--- config.mk ---
export PLATFORM = sky130hd
export DESIGN_NAME = pc_gen
export DESIGN_NICKNAME = d
export VERILOG_FILES = /design/src/rtl/cpu_pkg.sv /design/src/rtl/pc_redirect_buf.sv /design/src/rtl/pc_gen.sv
export SDC_FILE = /design/constraint.sdc
export NUM_CORES = 1
export LEC_CHECK = 0
export CAP_MARGIN = 15
export CORE_UTILIZATION = 40
export DETAILED_ROUTE_END_ITERATION = 8
export DONT_BUFFER_PORTS = 1
export MAX_ROUTING_LAYER = met4
export SLEW_MARGIN = 20
export SYNTH_ARGS = -nofsm -noshare
export SYNTH_HDL_FRONTEND = slang
export SYNTH_SLANG_ARGS = --single-unit
--- constraint.sdc ---
create_clock -name clk -period 2.54 [get_ports clk]
set_clock_uncertainty 0.1 [all_clocks]
set_input_delay 0.381 -clock clk [delete_from_list [all_inputs] [get_ports clk]]
set_output_delay 0.381 -clock clk [all_outputs]
set_load 0.02 [all_outputs]
--- src/rtl/cpu_pkg.sv ---
// Shared CPU-wide constants: reset vector and the PC generator state encoding.
// Kept as plain localparams so legacy blocks comparing raw state codes still work.
package cpu_pkg;

  localparam logic [31:0] RESET_VECTOR = 32'h1fc0_0000;

  typedef logic [1:0] pc_state_t;

  localparam pc_state_t S_BOOT = 2'd0;
  localparam pc_state_t S_RUN  = 2'd1;
  localparam pc_state_t S_PEND = 2'd2;

endpackage

--- src/rtl/pc_redirect_buf.sv ---
// One-entry buffer for redirects that arrive while the fetch stage is stalled.
// An exception always takes the slot; a branch never displaces a buffered exception.
module pc_redirect_buf #(
  parameter int ADDR_W = 32
) (
  input  logic              clk,
  input  logic              rst_n,
  input  logic              adv,
  input  logic              is_branch,
  input  logic [ADDR_W-1:0] branch_address,
  input  logic              is_exception,
  input  logic [ADDR_W-1:0] exc_address,
  output logic              pend_valid,
  output logic              pend_exc,
  output logic [ADDR_W-1:0] pend_address,
  output logic              capture
);

  logic branch_ok;

  assign branch_ok = is_branch && !(pend_valid && pend_exc);
  assign capture   = !adv && (is_exception || branch_ok);

  // NOTE: state registers use non-blocking assignments so every flop samples
  // the pre-edge values of its neighbours, independent of statement order.
  always_ff @(posedge clk) begin
    if (!rst_n) begin
      pend_valid   <= 1'b0;
      pend_exc     <= 1'b0;
      pend_address <= '0;
    end else if (adv) begin
      // Advancing consumes the slot even if a live exception outranked it.
      pend_valid <= 1'b0;
      pend_exc   <= 1'b0;
    end else if (is_exception) begin
      pend_valid   <= 1'b1;
      pend_exc     <= 1'b1;
      pend_address <= exc_address;
    end else if (branch_ok) begin
      pend_valid   <= 1'b1;
      pend_exc     <= 1'b0;
      pend_address <= branch_address;
    end
  end

endmodule

--- src/rtl/pc_gen.sv ---
// IF-stage program counter: sequential increment, exception/branch redirects with
// priority, a one-cycle boot state after reset and stalled-redirect buffering.
module pc_gen
  import cpu_pkg::*;
#(
  parameter int              ADDR_W     = 32,
  parameter logic [ADDR_W-1:0] PC_INITIAL = ADDR_W'(RESET_VECTOR),
  parameter int              INSN_BYTES = 4,
  parameter int              ALIGN_BITS = $clog2(INSN_BYTES)
) (
  input  logic              clk,
  input  logic              rst_n,
  input  logic              enable,
  input  logic              is_branch,
  input  logic [ADDR_W-1:0] branch_address,
  input  logic              is_exception,
  input  logic [ADDR_W-1:0] exc_address,
  output logic [ADDR_W-1:0] pc_reg,
  output logic              pc_valid,
  output logic              pc_misaligned,
  output logic              redirect_pending
);

  localparam logic [ADDR_W-1:0] ALIGN_MASK = ADDR_W'((64'd1 << ALIGN_BITS) - 64'd1);
  localparam logic [ADDR_W-1:0] PC_STEP    = ADDR_W'(INSN_BYTES);

  pc_state_t         state;
  logic              adv;
  logic              pend_valid;
  logic              pend_exc;
  logic [ADDR_W-1:0] pend_address;
  logic              capture;
  logic [ADDR_W-1:0] next_pc;

  assign adv = enable && (state != S_BOOT);

  pc_redirect_buf #(
    .ADDR_W(ADDR_W)
  ) u_redirect_buf (
    .clk           (clk),
    .rst_n         (rst_n),
    .adv           (adv),
    .is_branch     (is_branch),
    .branch_address(branch_address),
    .is_exception  (is_exception),
    .exc_address   (exc_address),
    .pend_valid    (pend_valid),
    .pend_exc      (pend_exc),
    .pend_address  (pend_address),
    .capture       (capture)
  );

  // NOTE: next_pc gets a default before the priority chain so no path leaves
  // it unassigned, which would otherwise infer a latch.
  always_comb begin
    next_pc = pc_reg + PC_STEP;
    if (is_exception)               next_pc = exc_address;
    else if (pend_valid && pend_exc) next_pc = pend_address;
    else if (is_branch)             next_pc = branch_address;
    else if (pend_valid)            next_pc = pend_address;
  end

  // Misalignment is registered with the PC; low bits are never masked so the
  // exception unit sees the faulting address verbatim.
  always_ff @(posedge clk) begin
    if (!rst_n) begin
      pc_reg        <= PC_INITIAL;
      pc_misaligned <= |(PC_INITIAL & ALIGN_MASK);
      state         <= S_BOOT;
    end else if (adv) begin
      pc_reg        <= next_pc;
      pc_misaligned <= |(next_pc & ALIGN_MASK);
      state         <= S_RUN;
    end else if (capture) begin
      state <= S_PEND;
    end else if (state == S_BOOT) begin
      state <= S_RUN;
    end
  end

  assign pc_valid         = (state != S_BOOT);
  assign redirect_pending = (state == S_PEND);

endmodule

[Yosys cells after proc, flatten, opt, wreduce, memory -nomap -nowiden]
Index checks and enable logic that the tools add are counted.
Operators by class
  $add $sub $neg: 1
  multiply operators: 0
  div/mod/pow operators: 0
  order comparisons: 0
  equal/unequal tests: 1
  shifts and indexed selects: 0
  mux-type cells: 13
  bitwise operators: 2
  reductions and logical operators: 15
Operators by type and width (count)
  32-bit 2-to-1 mux: 6
  32-bit by 3-bit adder with 32-bit output, second input constant: 1
  2-bit nonzero test: 3
  1-bit 2-to-1 mux: 5
  1-bit logical AND: 4
  2-bit 2-to-1 mux: 2
  2-bit OR reduction: 2
  3-bit nonzero test: 1
  2-bit == test, second input constant: 1
  1-bit logical NOT: 2
  2-bit logical NOT: 1
  1-bit NOT: 2
  2-bit AND reduction: 1
  1-bit logical OR: 1
Storage, ports and cells
  bits in registers: 69
  bits in latches: 0
  RAM bits: 0
  ROM bits: 0
  input bits: 69
  output and inout bits: 35
  logic and storage cells: 39
  memories kept: 0

[Depth between registers and ports, before layout]
  depth after elaboration: 7
  gate-level depth with buffers: 8
  depth with buffers taken out: 6

[Cells and area by module]
From an unflattened synthesis, not the netlist that was laid out.
Second synthesis, totals
  cells, all modules: 578
  area total of the unflattened synthesis: 4795.8 µm²
By module, submodules not included
  pc_gen: times used 1, cells an instance 420, area each 3056.7 µm², seq. area each 700.7 µm²
  pc_redirect_buf: times used 1, cells an instance 158, area each 1739.2 µm², seq. area each 680.7 µm²

[Worst setup path after synthesis]
Ideal clock, no wire load.
  kind: flip-flop to flip-flop
  start: register pc_reg[2]
  end: register pc_reg[18]
  setup time: 0.130 ns
  arrival: 1.946 ns
  required time: 2.310 ns
  path slack: 0.364 ns
  cell stages (with the launch flop): 8
  path buffers: 1
  clock period less this slack: 2.176 ns
  cells stage by stage: dfxtp_1 ha_1 and4_1 buf_2 nand4_2 o21a_1 a2111oi_0 o31ai_1
Between the ends
  cells in the longest elaborated chain, start to end: 5
Ends and longest elaborated chain
  from (decl): RTL line pc_gen.sv:18  | output logic [ADDR_W-1:0] pc_reg,
  from (signal assigned): RTL line pc_gen.sv:71  | pc_reg <= next_pc;
  32-bit by 3-bit adder with 32-bit output: RTL line pc_gen.sv:56  | next_pc = pc_reg + PC_STEP;
  32-bit 2-to-1 mux: RTL line pc_gen.sv:60  | else if (pend_valid) next_pc = pend_address;
  32-bit 2-to-1 mux: RTL line pc_gen.sv:59  | else if (is_branch) next_pc = branch_address;
  32-bit 2-to-1 mux: RTL line pc_gen.sv:58  | else if (pend_valid && pend_exc) next_pc = pend_address;
  32-bit 2-to-1 mux: RTL line pc_gen.sv:57  | if (is_exception) next_pc = exc_address;
Every way passes these cells.
A chain may end at the register's enable or synchronous reset.

[Final worst setup path]
  start: register state[0]
  end: register pc_reg[23]
Between the ends
  cells in the longest elaborated chain, start to end: 2
Ends and longest elaborated chain
  from (decl): RTL line pc_gen.sv:27  | pc_state_t state;
  from (signal assigned): RTL line pc_gen.sv:69  | state <= S_BOOT;
  from (signal assigned): RTL line pc_gen.sv:73  | state <= S_RUN;
  from (signal assigned): RTL line pc_gen.sv:75  | state <= S_PEND;
  2-bit nonzero test: RTL line pc_gen.sv:35  | assign adv = enable && (state != S_BOOT);
  1-bit logical AND: RTL line pc_gen.sv:35
Every way passes these cells.

==> metrics.cfg <==
[outcome]
outcome=complete, no violations

[logic_synthesis]
synth_top_flop_cell=dfxtp_1
synth_edf_count=0
synthDistinctLibCells=67
syn_area_um2=4220
synth_cells=529
synth-seq-cells=69
syn_avg_cell_area_um2=7.97
async_flop_share_pct=0
synth_nets=599
ys_seq_area_share_pct=32.8
ys_warn_count=0

[global_routing]
grt_pass1_wl_um=22700
top_usage_layer=met2
use_met3_pct=8.23
antenna_found_initial=0
grt_util_met1_pct=36.1
met2_usage_pct=40.0
overflow=0
grt_max_degree=61
grt_usage_pct=27.3
grt_pass1_vias=4076

[pwr]
p_total_uw=2830
power_density_nw_per_um2=606
p_leak_uw=0.00171
ir_drop_v=0.000363

[clock_tree]
cts_setup_buffers=0
cts_tree=done
insertion_delay_ps=370
clock_path_buffers=2
cts_made_buffers=9
hold_buffers=0
clk_pin_slew_ps=90
root_buffer=clkbuf_8
cts_max_level=3
post_cts_resized=0
cts.sinks=69

[critical_path]
crit_fanout=10
critPathKind=flip-flop to flip-flop
end_kind=flip-flop
cp_data_arrival_time_ps=2350
worst-endpoint-required_ps=2650
worst_setup_path_start_kind=flip-flop

[drt]
ant_nets=0
wl_per_cell_um=21.5
viasPerCell=6.37
dr.pass1.iters=5
drc=0
routed_wl_um=14400
vias=4272
drt_iter0_drc=436

[floorplan]
num_rows=37
core_um2=10300
die_w_um=105
die_area_um2=11000
io_pins=104
start_util_pct=41.0
die_h_um=105

[final_layout]
area_growth_pct=10.8
num_antenna_cells=0
nets=600
drive_gt1_share_pct=12.7
final_cell_mix=dfxtp_1 (69), nand2_1 (58), nor2_1 (49)
layout_commonest_cell=dfxtp_1
design_area_um2=4670

[sta]
rsz0062_at_grt=no
setup_violations=0
maxSlewViolCount=0
min_period_over_period_pct=88.3
max_freq_ghz=0.446
period_minus_slack_ps=2240
tightestPinTransition_ps=885
hold_violations=0
tns_ps=0
maxSlewHeadroom_pct=41.0

[placed_design]
dp_hpwl_um=10100
io_buffers=0
routabilityCongestion=0.892
post_dp_cell_area_um2=4470

[worst_hold_path]
min_path_type=primary input to flip-flop

[run]
cap_violations=0

## metal layers
| layer | routed length (µm) | part of all wire, % |
|---|---|---|
| met1 | 6410 | 45 |
| met2 | 6350 | 44 |
| met3 | 1430 | 9.9 |
| met4 | 213 | 1.5 |
| met5 | 0 | 0 |
## cell usage after synthesis, types with 5 or more instances
cell / number / share of area [%]
nand4_1: 16 / 2.4
buf_2: 5 / 0.59
nor4_1: 6 / 0.89
a21oi_1: 13 / 1.5
nand2_1: 58 / 5.2
inv_1: 6 / 0.53
o21a_1: 8 / 1.4
a211oi_1: 29 / 5.2
a221oi_1: 14 / 2.9
or3_1: 8 / 1.2
clkbuf_1: 29 / 2.6
nor2_1: 49 / 4.4
dfxtp_1: 69 / 33
a311oi_1: 8 / 1.7
o21ai_0: 37 / 4.4
nor3_1: 16 / 1.9
nand3_1: 18 / 2.1
mux2i_1: 29 / 6.9
o31a_1: 8 / 1.7
a22oi_1: 9 / 1.6
a31oi_1: 6 / 0.89
a221o_1: 6 / 1.4
buf_1: 5 / 0.45
## stage by stage
stage / util (%) / hold WS (ps) / setup WS (ps) / instances
after global placement: 43.5 / 383 / 406 / 655
after detailed placement: 43.5 / 391 / 369 / 655
final: 45.4 / 31.2 / 298 / 671
after CTS: 45.4 / 24.1 / 353 / 671
after global routing: 45.4 / 21.8 / 105 / 671
after floorplan: - / 373 / 364 / 529
## where the power goes
| part | switching [µW] | leakage [µW] | total, µW | internal (µW) |
|---|---|---|---|---|
| Sequential | 123 | 0.000570 | 1310 | 1190 |
| Combinational | 354 | 0.00104 | 583 | 228 |
| Clock | 475 | 0.0000971 | 937 | 462 |
| Total | 952 | 0.00171 | 2830 | 1880 |
## critical path, cell delays in order (launching register included)
cell	delay [ps]
dfxtp_1	420
o211a_1	470
nand2_1	400
a221oi_1	560
a22oi_1	130
## worst paths after layout
check | from | end | slack [ps] | depth (start not counted)
setup / recovery | state[0] | pc_reg[23] | 300 | 4
hold / removal | rst_n | pc_reg[8] | 30 | 2
setup reg to reg | state[0] | pc_reg[23] | 300 | 4
hold reg to reg | u_redirect_buf.pend_address[22] | u_redirect_buf.pend_address[22] | 400 | 2
## cell type report
cell class / count / area [µm²]
multi-input combinational: 411 / 2640
clock inverter: 6 / 72.6
fill: 1042 / 5610
clock buffer: 10 / 128
inverter: 7 / 26.3
timing repair buffer: 32 / 253
tap: 136 / 170
sequential: 69 / 1380
## kinds of logic (layout without fill, tap and decap cells)
group | Yosys count | after routing | share of synthesized area [%]
adders and majority gates | 1 | 1 | 0.297
AOI/OAI and AO/OA | 175 | 175 | 30.0
DFF | 69 | 69 | 32.8
muxes | 29 | 29 | 6.89
buffers and inverters | 49 | 55 | 5.08
xor gates and xnor gates | 8 | 8 | 1.66
and+or+nand+nor | 198 | 198 | 23.3
No activity file was read; power rests on OpenSTA's default activity.
